File: src/rtl/z80_bus_trace.sv
// z80_bus_trace: classifies tv80s bus cycles and queues time-stamped records in a first-word-fall-through FIFO.
// Optional macro BUS_TRACE_RFSH_EN records refresh cycles as type 7; undefined, refresh strobes count as idle.
module z80_bus_trace #(
    parameter int DEPTH = 16,
    parameter int AW    = 4
) (
    input  logic          clk,
    input  logic          reset,
    input  logic          m1_n,
    input  logic          mreq_n,
    input  logic          iorq_n,
    input  logic          rd_n,
    input  logic          wr_n,
    input  logic          rfsh_n,
    input  logic [15:0]   A,
    input  logic [7:0]    di,
    input  logic [7:0]    dout,
    output logic          rec_valid,
    input  logic          rec_ready,
    output logic [2:0]    rec_type,
    output logic [15:0]   rec_addr,
    output logic [7:0]    rec_data,
    output logic [15:0]   rec_stamp,
    output logic [AW:0]   count,
    output logic          overflow,
    output logic [7:0]    drop_cnt
);
    localparam int          RW     = 43;
    localparam logic [AW:0] FULL_C = (AW+1)'(DEPTH);
    localparam logic [AW:0] ONE_C  = (AW+1)'(1);

    typedef enum logic [0:0] {ST_IDLE = 1'b0, ST_ACTIVE = 1'b1} state_t;

    state_t          state_r, state_next_s;
    logic            cls_valid_s;
    logic [2:0]      cls_type_s;
    logic [7:0]      cls_data_s;
    logic            push_s, start_s, pop_s, push_ok_s;
    logic [2:0]      cur_type_r;
    logic [15:0]     cur_addr_r;
    logic [7:0]      cur_data_r;
    logic [15:0]     cur_stamp_r;
    logic [15:0]     tick_r;
    logic [RW-1:0]   rec_s;
    logic [RW-1:0]   mem_r [DEPTH];
    logic [AW-1:0]   wr_ptr_r, rd_ptr_r, rd_ptr_next_s;
    logic [AW:0]     count_r, count_next_s;
    logic            valid_r, overflow_r;
    logic [7:0]      drop_cnt_r;
    logic [RW-1:0]   head_r, head_next_s;

    // Decode the sampled strobes into a cycle type; fetch and int-ack take priority over plain accesses
    always_comb begin
        cls_valid_s = 1'b1;
        cls_type_s  = 3'd0;
        if (!m1_n && !mreq_n && !rd_n) begin
            cls_type_s = 3'd1;
        end else if (!m1_n && !iorq_n) begin
            cls_type_s = 3'd5;
        end else if (m1_n && !mreq_n && !rd_n) begin
            cls_type_s = 3'd0;
        end else if (!mreq_n && !wr_n) begin
            cls_type_s = 3'd2;
        end else if (m1_n && !iorq_n && !rd_n) begin
            cls_type_s = 3'd3;
        end else if (!iorq_n && !wr_n) begin
            cls_type_s = 3'd4;
`ifdef BUS_TRACE_RFSH_EN
        end else if (!mreq_n && !rfsh_n && rd_n && wr_n) begin
            cls_type_s = 3'd7;
`else
        end else if (!mreq_n && !rfsh_n && rd_n && wr_n) begin
            cls_valid_s = 1'b0;
`endif
        end else begin
            cls_valid_s = 1'b0;
        end
    end

    // Pick the data bus that carries the byte for this cycle type
    always_comb begin
        case (cls_type_s)
            3'd2, 3'd4: cls_data_s = dout;
            3'd7:       cls_data_s = 8'h00;
            default:    cls_data_s = di;
        endcase
    end

    // Cycle tracker state register
    always_ff @(posedge clk) begin
        if (reset) begin
            state_r <= ST_IDLE;
        end else begin
            state_r <= state_next_s;
        end
    end

    // A type change closes the current record and opens the next one in the same edge
    always_comb begin
        state_next_s = state_r;
        push_s       = 1'b0;
        start_s      = 1'b0;
        case (state_r)
            ST_IDLE: begin
                if (cls_valid_s) begin
                    state_next_s = ST_ACTIVE;
                    start_s      = 1'b1;
                end else begin
                    state_next_s = ST_IDLE;
                end
            end
            ST_ACTIVE: begin
                if (!cls_valid_s) begin
                    state_next_s = ST_IDLE;
                    push_s       = 1'b1;
                end else if (cls_type_s != cur_type_r) begin
                    state_next_s = ST_ACTIVE;
                    push_s       = 1'b1;
                    start_s      = 1'b1;
                end else begin
                    state_next_s = ST_ACTIVE;
                end
            end
            default: state_next_s = ST_IDLE;
        endcase
    end

    // Capture the record in progress; address and data follow the last active clock
    always_ff @(posedge clk) begin
        if (reset) begin
            cur_type_r  <= 3'd0;
            cur_addr_r  <= 16'h0000;
            cur_data_r  <= 8'h00;
            cur_stamp_r <= 16'h0000;
        end else if (start_s) begin
            cur_type_r  <= cls_type_s;
            cur_addr_r  <= A;
            cur_data_r  <= cls_data_s;
            cur_stamp_r <= tick_r;
        end else if ((state_r == ST_ACTIVE) && cls_valid_s) begin
            cur_addr_r  <= A;
            cur_data_r  <= cls_data_s;
        end
    end

    // Free-running timestamp
    always_ff @(posedge clk) begin
        if (reset) begin
            tick_r <= 16'h0000;
        end else begin
            tick_r <= tick_r + 16'd1;
        end
    end

    assign rec_s     = {cur_type_r, cur_addr_r, cur_data_r, cur_stamp_r};
    assign pop_s     = valid_r && rec_ready;
    assign push_ok_s = push_s && ((count_r != FULL_C) || pop_s);

    // Next occupancy and next head; the new record becomes head when nothing older remains
    always_comb begin
        if (push_ok_s && !pop_s) begin
            count_next_s = count_r + ONE_C;
        end else if (!push_ok_s && pop_s) begin
            count_next_s = count_r - ONE_C;
        end else begin
            count_next_s = count_r;
        end
        if (pop_s) begin
            rd_ptr_next_s = rd_ptr_r + 1'b1;
        end else begin
            rd_ptr_next_s = rd_ptr_r;
        end
        if (count_next_s == '0) begin
            head_next_s = head_r;
        end else if ((count_r == '0) || (pop_s && (count_r == ONE_C))) begin
            head_next_s = rec_s;
        end else begin
            head_next_s = mem_r[rd_ptr_next_s];
        end
    end

    // FIFO storage
    always_ff @(posedge clk) begin
        if (push_ok_s) begin
            mem_r[wr_ptr_r] <= rec_s;
        end
    end

    // FIFO pointers, registered head and drop accounting
    always_ff @(posedge clk) begin
        if (reset) begin
            wr_ptr_r   <= '0;
            rd_ptr_r   <= '0;
            count_r    <= '0;
            valid_r    <= 1'b0;
            head_r     <= '0;
            overflow_r <= 1'b0;
            drop_cnt_r <= 8'h00;
        end else begin
            if (push_ok_s) begin
                wr_ptr_r <= wr_ptr_r + 1'b1;
            end
            rd_ptr_r <= rd_ptr_next_s;
            count_r  <= count_next_s;
            valid_r  <= (count_next_s != '0);
            head_r   <= head_next_s;
            if (push_s && !push_ok_s) begin
                overflow_r <= 1'b1;
                if (drop_cnt_r != 8'hFF) begin
                    drop_cnt_r <= drop_cnt_r + 8'd1;
                end
            end
        end
    end

    assign rec_valid = valid_r;
    assign rec_type  = head_r[42:40];
    assign rec_addr  = head_r[39:24];
    assign rec_data  = head_r[23:16];
    assign rec_stamp = head_r[15:0];
    assign count     = count_r;
    assign overflow  = overflow_r;
    assign drop_cnt  = drop_cnt_r;

endmodule

File: config.mk
export PLATFORM = sky130hd
export DESIGN_NAME = z80_bus_trace
export DESIGN_NICKNAME = d
export VERILOG_FILES = /design/src/rtl/z80_bus_trace.sv
export SDC_FILE = /design/constraint.sdc
export NUM_CORES = 1
export LEC_CHECK = 0
export CAP_MARGIN = 20
export CELL_PAD_IN_SITES_DETAIL_PLACEMENT = 0
export CELL_PAD_IN_SITES_GLOBAL_PLACEMENT = 1
export CORE_UTILIZATION = 51
export CTS_CLUSTER_SIZE = 24
export DETAILED_ROUTE_END_ITERATION = 10
export PLACE_DENSITY_LB_ADDON = 0.1
export RECOVER_POWER = 100
export SYNTH_ARGS = -nofsm -noshare
export SYNTH_HDL_FRONTEND = slang
export SYNTH_SLANG_ARGS = --single-unit
File: constraint.sdc
create_clock -name clk -period 8.35 [get_ports clk]
set_input_delay 2.505 -clock clk [delete_from_list [all_inputs] [get_ports clk]]
set_output_delay 2.505 -clock clk [all_outputs]
set_load 0.02 [all_outputs]
==> summary.md, run 1 <==
| Metric | Value |
|---|---|
| Placer Congestion | `~0.75` |
| Fin crit period | `roughly 7 ns` |
| CTS Buf Count | `84` |
| Max-slew violation count | `about 220` |
| Worst Hold Margin | `0.482 ns` |
| Vias | `16700` |
| First-pass GRT wire length | `approximately 110 mm` |
| WP data arrival | `slightly above 7 ns` |
| Simple-Gate Fraction of Synth Area | `under 10%` |
| Core Area | `between 60000 and 70000 µm²` |
| R2R depth | `7` |
| Reg2reg setup slack | `about 3.6 ns` |
| # resized after CTS | `0` |
| #FFs+latches synth | `slightly above 800` |
| Initial antenna violation count | `1` |
| Crit path buf inv count | `2` |
| Final worst path period share | `~83%` |
| IO buf count | `97` |
| Post-detailed-route count of antenna-violating nets | `0` |
| EDFF count, synth | `between 600 and 700` |
| Syn. warnings | `0` |
| Portion of netlist area occupied by mux cells | `roughly a fifth` |
| Unrepaired setup endpoints after global routing | `false` |
| Iter 0 DRT Violations | `around 1300` |
| Post-CTS Setup Bufs | `0` |
| Avg Inst Size Synth | `~17 µm²` |
| Fmax achieved | `0.144 GHz` |
| Synth Area in Compound Gates | `2.93%` |
| Chip Height | `255 µm` |
| DR vias/cell | `~5.7` |
| Worst r2r src | `cur_type_r[2]` |
| Largest family of logic cells by synthesized area | `multiplexers` |
| CP Cell Sequence | `dlygate4sd3_1 -> nor2_1 -> o311a_1 -> o221ai_1 -> o31ai_1 -> a21oi_1 -> nand2_1 -> nor2_1 -> clkbuf_2` |
| Die footprint | `around 65000 µm²` |
| # Max-Cap Violations | `9` |
| Post-synthesis xor/xnor area fraction | `less than 1%` |
| Adder-cell share of the synthesized area | `less than 1%` |
| Peak supply drop | `~0.00024 V` |
| Layout cell share with drive strength beyond 1 | `approximately an eighth` |
| Nets@finish | `2050` |
| Status | `complete, but fails checks` |
| CP most frequent cell | `nor2_1` |
| Wirelength per Cell | `around 24 µm` |
| Initial Utilization | `around 52%` |
| Pin count of the biggest net entering global routing | `between 90 and 100` |
| Pwr/cell area | `304 nW/µm²` |
| GRT overflow | `0` |
| Total global-route track usage | `between 20% and 30%` |
| Clock sink count | `814` |
| CTS H-tree lvls | `3` |
| Worst path depth | `9` |
| Pre-CTS setup slack | `between 1.5 and 2 ns` |
| Hold Path Origin | `tick_r[0]` |
| Deepest clock path buffer count | `3` |
| Crit-path max FO | `36` |
| Commonest cells after routing, fill and taps aside | `edfxtp_1, mux2i_1, dfxtp_1` |
| Number of global-route vias before repair | `~17000` |
| DR pass1 iterations | `5` |
| Hold buffers post-CTS | `0` |
| Slew HR | `-122%` |
| Top_reg_cell synth | `edfxtp_1` |
| FFs w/ async S/R, synth | `0%` |
| P&R area growth vs syn | `14.7%` |
| Worst setup margin | `roughly 1.4 ns` |
| Depth of the worst hold-timing path | `1` |
| Setup TNS | `0 ns` |
| Number of primary I/O pins | `99` |
| Critical path's top delay family | `buffers and inverters` |
| Clock root cell | `clkbuf_16` |
| Detailed Route WL | `70.3 mm` |
| Number of cells produced by synthesis | `1890` |
| Post-synthesis net count | `1941` |
| Clock Skews | `0.0153 ns` |
| Clk_lat worst skew | `0.63 ns` |
| Synthesized cell area | `32600 µm²` |
| Count of unique library cells instantiated by Yosys | `58` |
| Failing checks | `capacitance limit, slew limit` |
| FILL cells | `approximately 4800` |
| Residual DRC | `0` |
| Crit path largest cell delay | `approximately 1.2 ns` |
| WS Path Type | `in -> reg` |
| CTS tree | `built` |
| Hpwl dp | `approximately 36 mm` |
| Setup violators final | `0` |
| Worst-margin pin slew | `3.33 ns` |
| Final hold vios | `0` |
| Die Wd | `around 250 µm` |
| Clk slew on worst S/H paths | `0.06 ns` |
| Register area share after synthesis | `71.2%` |
| Crit path launch | `iorq_n` |
| Static Leakage | `between 0.01 and 0.015 µW` |
| Endpoint class of the critical path | `flop` |
| Slowest CP cell | `clkbuf_2` |
| Worst EP required | `8.58 ns` |
| # rows | `92` |
| Hold Path Class | `reg -> reg` |
| Setup crit start kind | `primary input` |
| Most common cell after layout, fill and taps aside | `edfxtp_1` |
worst reg2reg max path: cells and delay by family, from the launching register on:
| family | cells | cell delay (ns) |
|---|---|---|
| flops | 1 | 0.76 |
| buf+inv | 1 | 1.16 |
| compound gates | 4 | 1.49 |
| simple gates | 2 | 0.90 |
per-stage QoR:
step | power [µW] | utilization, % | area [µm²] | std cells
detailed placement | 7780 | 55.1 | 34800 | 2759
finish | 11400 | 59.2 | 37400 | 2917
global route | 11900 | 59.2 | 37400 | 2915
floorplan | 6970 | - | 32600 | 1890
global placement | 7730 | 55.1 | 34800 | 2759
CTS | 11700 | 59.7 | 37700 | 2915
synth_stat cells (all sizes together), types with 2 or more instances:
cell type  count  area (µm²)
mux2i        372        3720
a211oi        12        90.1
nor2         125         469
or3            2        17.5
a22oi         45         338
ha            10         125
dfxtp        126        2520
nor2b         48         300
xnor2          8        70.1
nand2         54         203
edfxtp       688       20700
o31ai          3        36.3
nor4           2        12.5
a21oi         22         110
nand4bb        2        22.5
o21ai         46         234
nand4          9        56.3
a311oi         2        17.5
nand3          7        35.0
nor3           5        25.0
clkbuf        81         304
and3           6        37.5
nand2b         4        27.5
and2           4        25.0
inv            8        30.0
mux2          43         597
buf           29         160
xor2          23         220
mux4          86        1940
sequential cells by signal, summed over array words and instances, names as in the netlist:
| signal | flops |
|---|---|
| count | 5 |
| cur_addr_r | 16 |
| cur_data_r | 8 |
| cur_stamp_r | 16 |
| cur_type_r | 3 |
| drop_cnt | 8 |
| head_r | 43 |
| mem_r | 688 |
| overflow | 1 |
| rd_ptr_r | 4 |
| rec_valid | 1 |
| state_r | 1 |
| tick_r | 16 |
| wr_ptr_r | 4 |
final cells by class:
cell class	count	area [µm²]	area share [%]
inverters	8	30.0	0.0804
flip-flops and latches	814	23200	62.0
well taps	846	1060	2.83
repair buffers	133	1360	3.65
clock buffers	106	2280	6.10
diodes	2	5.00	0.0134
multi-input cells	958	8850	23.7
clock inverters	50	593	1.59
kinds of logic (layout without fill, tap and decap cells):
group,Yosys count,in the layout
xor+xnor,31,31
flops,814,814
buf+inv,118,297
mux,501,501
other cells,0,2
compound gates,142,142
simple gates,274,274
fa+ha+maj,10,10
final timing paths:
path,to
max,mem_r[12][16]
min,tick_r[0]
max reg2reg,mem_r[12][16]
min reg2reg,tick_r[0]
report_power, final:
| part | switching [µW] | total, µW | internal [µW] |
|---|---|---|---|
| clock network | 1530 | 3870 | 2340 |
| logic | 1540 | 2840 | 1300 |
| registers | 111 | 4670 | 4560 |
| total | 3180 | 11400 | 8190 |
routing by layer:
metal | up-vias | part of all wire (%) | track usage, %
li1 | 7570 | - | -
met3 | 79 | 5.4 | 3.73
met5 | - | 0 | 0
met2 | 403 | 49 | 36.1
met4 | 0 | 1.6 | 5.97
met1 | 8639 | 44 | 31.0
No activity file was read; power rests on OpenSTA's default activity.
==> run 2: changes to the inputs <==
Clock period 8.35 ns to 7.1 ns, I/O delays scaled along.
==> summary.md, run 2 (synthesis results as in run 1) <==
| Metric | Value |
|---|---|
| Placer Congestion | `0.713 (-5.0%)` |
| # resized after CTS | `0 (unchanged)` |
| Max FFs per register | `688 (unchanged)` |
| Number of primary I/O pins | `99 (unchanged)` |
| Status | `complete, but fails checks` |
| Hold Path Class | `reg -> reg` |
| Unrepaired setup endpoints after global routing | `false` |
| IO buf count | `97 (unchanged)` |
| Setup crit start kind | `primary input` |
| Post-detailed-route count of antenna-violating nets | `0 (unchanged)` |
| Number of global-route vias before repair | `16800 (-1.0%)` |
| Layout cell share with drive strength beyond 1 | `13.4% (+0.71 points)` |
| Crit path buf inv count | `2 (unchanged)` |
| Total global-route track usage | `21.9% (-0.29 points)` |
| Worst setup margin | `0.974 ns (-0.448 ns)` |
| Static Leakage | `0.0144 µW (+0.17%)` |
| Worst EP required | `7.33 ns (-1.25 ns)` |
| Residual DRC | `0 (unchanged)` |
| CP Cell Sequence | `dlygate4sd3_1 -> nor2_1 -> o311a_1 -> o221ai_1 -> o31ai_1 -> a21oi_1 -> nand2_1 -> nor2_4 -> clkbuf_2` |
| Critical path's top delay family | `buffers and inverters` |
| Slowest CP cell | `clkbuf_2` |
| Worst r2r src | `cur_type_r[2]` |
| Setup TNS | `0 ns (unchanged)` |
| Die footprint | `64900 µm² (unchanged)` |
| Wirelength per Cell | `23.7 µm (-1.7%)` |
| Deepest clock path buffer count | `3 (unchanged)` |
| Fmax achieved | `0.163 GHz` |
| WP data arrival | `6.36 ns (-0.79 ns)` |
| Initial Utilization | `51.7% (unchanged)` |
| Fin area | `37500 µm² (+0.28%)` |
| Clock Skews | `0.0236 ns (+0.00827 ns)` |
| Chip Height | `255 µm (unchanged)` |
| # rows | `92 (unchanged)` |
| Finished Core Util | `59.4% (+0.17 points)` |
| Post-CTS Setup Bufs | `0 (unchanged)` |
| CTS tree | `built` |
| Hold Path Origin | `overflow` |
| Crit path largest cell delay | `0.87 ns (-0.29 ns)` |
| Pin count of the biggest net entering global routing | `109 (+17%)` |
| Area after DPL | `34900 µm² (+0.32%)` |
| GRT overflow | `0 (unchanged)` |
| Endpoint class of the critical path | `flop` |
| Peak supply drop | `0.000359 V (+48%)` |
| Worst-margin pin slew | `3.41 ns (+0.0720 ns)` |
| Clock sink count | `814 (unchanged)` |
| Most common cell after layout, fill and taps aside | `edfxtp_1` |
| Initial antenna violation count | `1 (unchanged)` |
| Biggest register | `mem_r` |
| WS Path Type | `in -> reg` |
| Hold buffers post-CTS | `0 (unchanged)` |
| Fin crit period | `a little over 6 ns` |
| Setup violators final | `0 (unchanged)` |
| CTS Buf Count | `85 (+1.2%)` |
| Commonest cells after routing, fill and taps aside | `edfxtp_1, mux2i_1, dfxtp_1` |
| Nets@finish | `2059 (+0.44%)` |
| Register area | `23200 µm² (unchanged)` |
| R2R depth | `7 (unchanged)` |
| Core Area | `63100 µm² (unchanged)` |
| Slew HR | `-127% (-4.8 points)` |
| Fin cells | `2924 (+0.24%)` |
| Hpwl dp | `35.3 mm (-1.6%)` |
| Failing checks | `capacitance limit, slew limit` |
| # Max-Cap Violations | `2 (-7)` |
| Clock root cell | `clkbuf_16` |
| Max-slew violation count | `83 (-62%)` |
| Pre-CTS setup slack | `0.943 ns (-0.674 ns)` |
| Vias | `16600 (-0.78%)` |
| Die Wd | `255 µm (unchanged)` |
| Final hold vios | `0 (unchanged)` |
| Clk slew on worst S/H paths | `0.06 ns (about the same)` |
| Iter 0 DRT Violations | `1166 (-9.5%)` |
| Worst hold path endpoint | `overflow` |
| P&R area growth vs syn | `15.0%` |
| FILL cells | `4793 (-0.91%)` |
| Final worst path period share | `86.3%` |
| DR pass1 iterations | `5 (unchanged)` |
| Crit path launch | `iorq_n` |
| Pwr/cell area | `356 nW/µm² (+17%)` |
| Reg2reg setup slack | `2.78 ns (-0.82 ns)` |
| DR vias/cell | `5.66 (-1.0%)` |
| Largest regs | `mem_r (688), head_r (43)` |
| Worst r2r dst | `mem_r[13][29]` |
| Depth of the worst hold-timing path | `2 (+1)` |
| Post-Place Cells | `2767 (+0.29%)` |
| CTS H-tree lvls | `3 (unchanged)` |
| Clk_lat worst skew | `0.62 ns (about the same)` |
| Detailed Route WL | `69.2 mm (-1.5%)` |
| N_diodes | `0 (-2)` |
| Crit-path max FO | `25 (-31%)` |
| First-pass GRT wire length | `104 mm (-1.2%)` |
| Area of the multi-input gates | `8940 µm² (+1.0%)` |
-- run 2: changes by cell type in the layout (fill, tap and decap cells not counted), sizes merged --
cell / before / now
inv: 10 / 9
clkbuf: 119 / 136
bufinv: 13 / 10
clkinvlp: 2 / 1
clkinv: 33 / 30
diode: 2 / 0
-- run 2: report_power, final --
| group | total (µW) | switching (µW) | internal, µW | leakage, µW |
|---|---|---|---|---|
| clock | 4480 | 1780 | 2710 | 0.00140 |
| sequential | 5490 | 130 | 5360 | 0.00750 |
| combinational | 3370 | 1810 | 1560 | 0.00548 |
| total | 13300 | 3720 | 9630 | 0.0144 |
-- run 2: worst register-to-register path: stages (launching register included) --
cell,delay (ns)
dfxtp_1,0.77
o21ai_0,0.19
o221ai_1,0.42
o31ai_1,0.27
a21oi_1,0.53
nand2_1,0.37
nor2_4,0.48
clkbuf_2,0.87
-- run 2: how the worst max path moves through the flow --
| stage | to | slack (ns) | depth (start not counted) |
|---|---|---|---|
| floorplan | mem_r[7][0] | 1.10 | 8 |
| global placement | head_r[1] | 0.97 | 10 |
| detailed placement | mem_r[11][32] | 0.94 | 9 |
| CTS | mem_r[11][32] | 1.60 | 9 |
| global route | mem_r[13][30] | 0.70 | 9 |
| finish | mem_r[13][29] | 0.97 | 9 |
-- run 2: layer usage --
| layer | wire length (µm) | up-vias | share of wire, % | track usage [%] |
|---|---|---|---|---|
| met2 | 34200 | 344 | 49 | 36.2 |
| li1 | - | 7574 | - | - |
| met4 | 1450 | 0 | 2.1 | 5.89 |
| met1 | 30700 | 8534 | 44 | 30.2 |
| met3 | 2860 | 108 | 4.1 | 3.51 |
| met5 | 0 | - | 0 | 0 |
-- run 2: through the flow --
step	total power, µW	hold slack, ns
after floorplan	8190	0.425
after global routing	13900	0.511
after CTS	13600	0.478
final	13300	0.470
after global placement	9110	0.461
after detailed placement	9160	0.463
-- run 2: final cells by class --
type                    instances  share of cell area (%)
clock buffers                 115                    6.34
multi-input cells             958                    23.9
inverters                       8                  0.0801
well taps                     846                    2.83
repair buffers                141                    3.79
flip-flops and latches        814                    61.9
clock inverters                42                    1.23
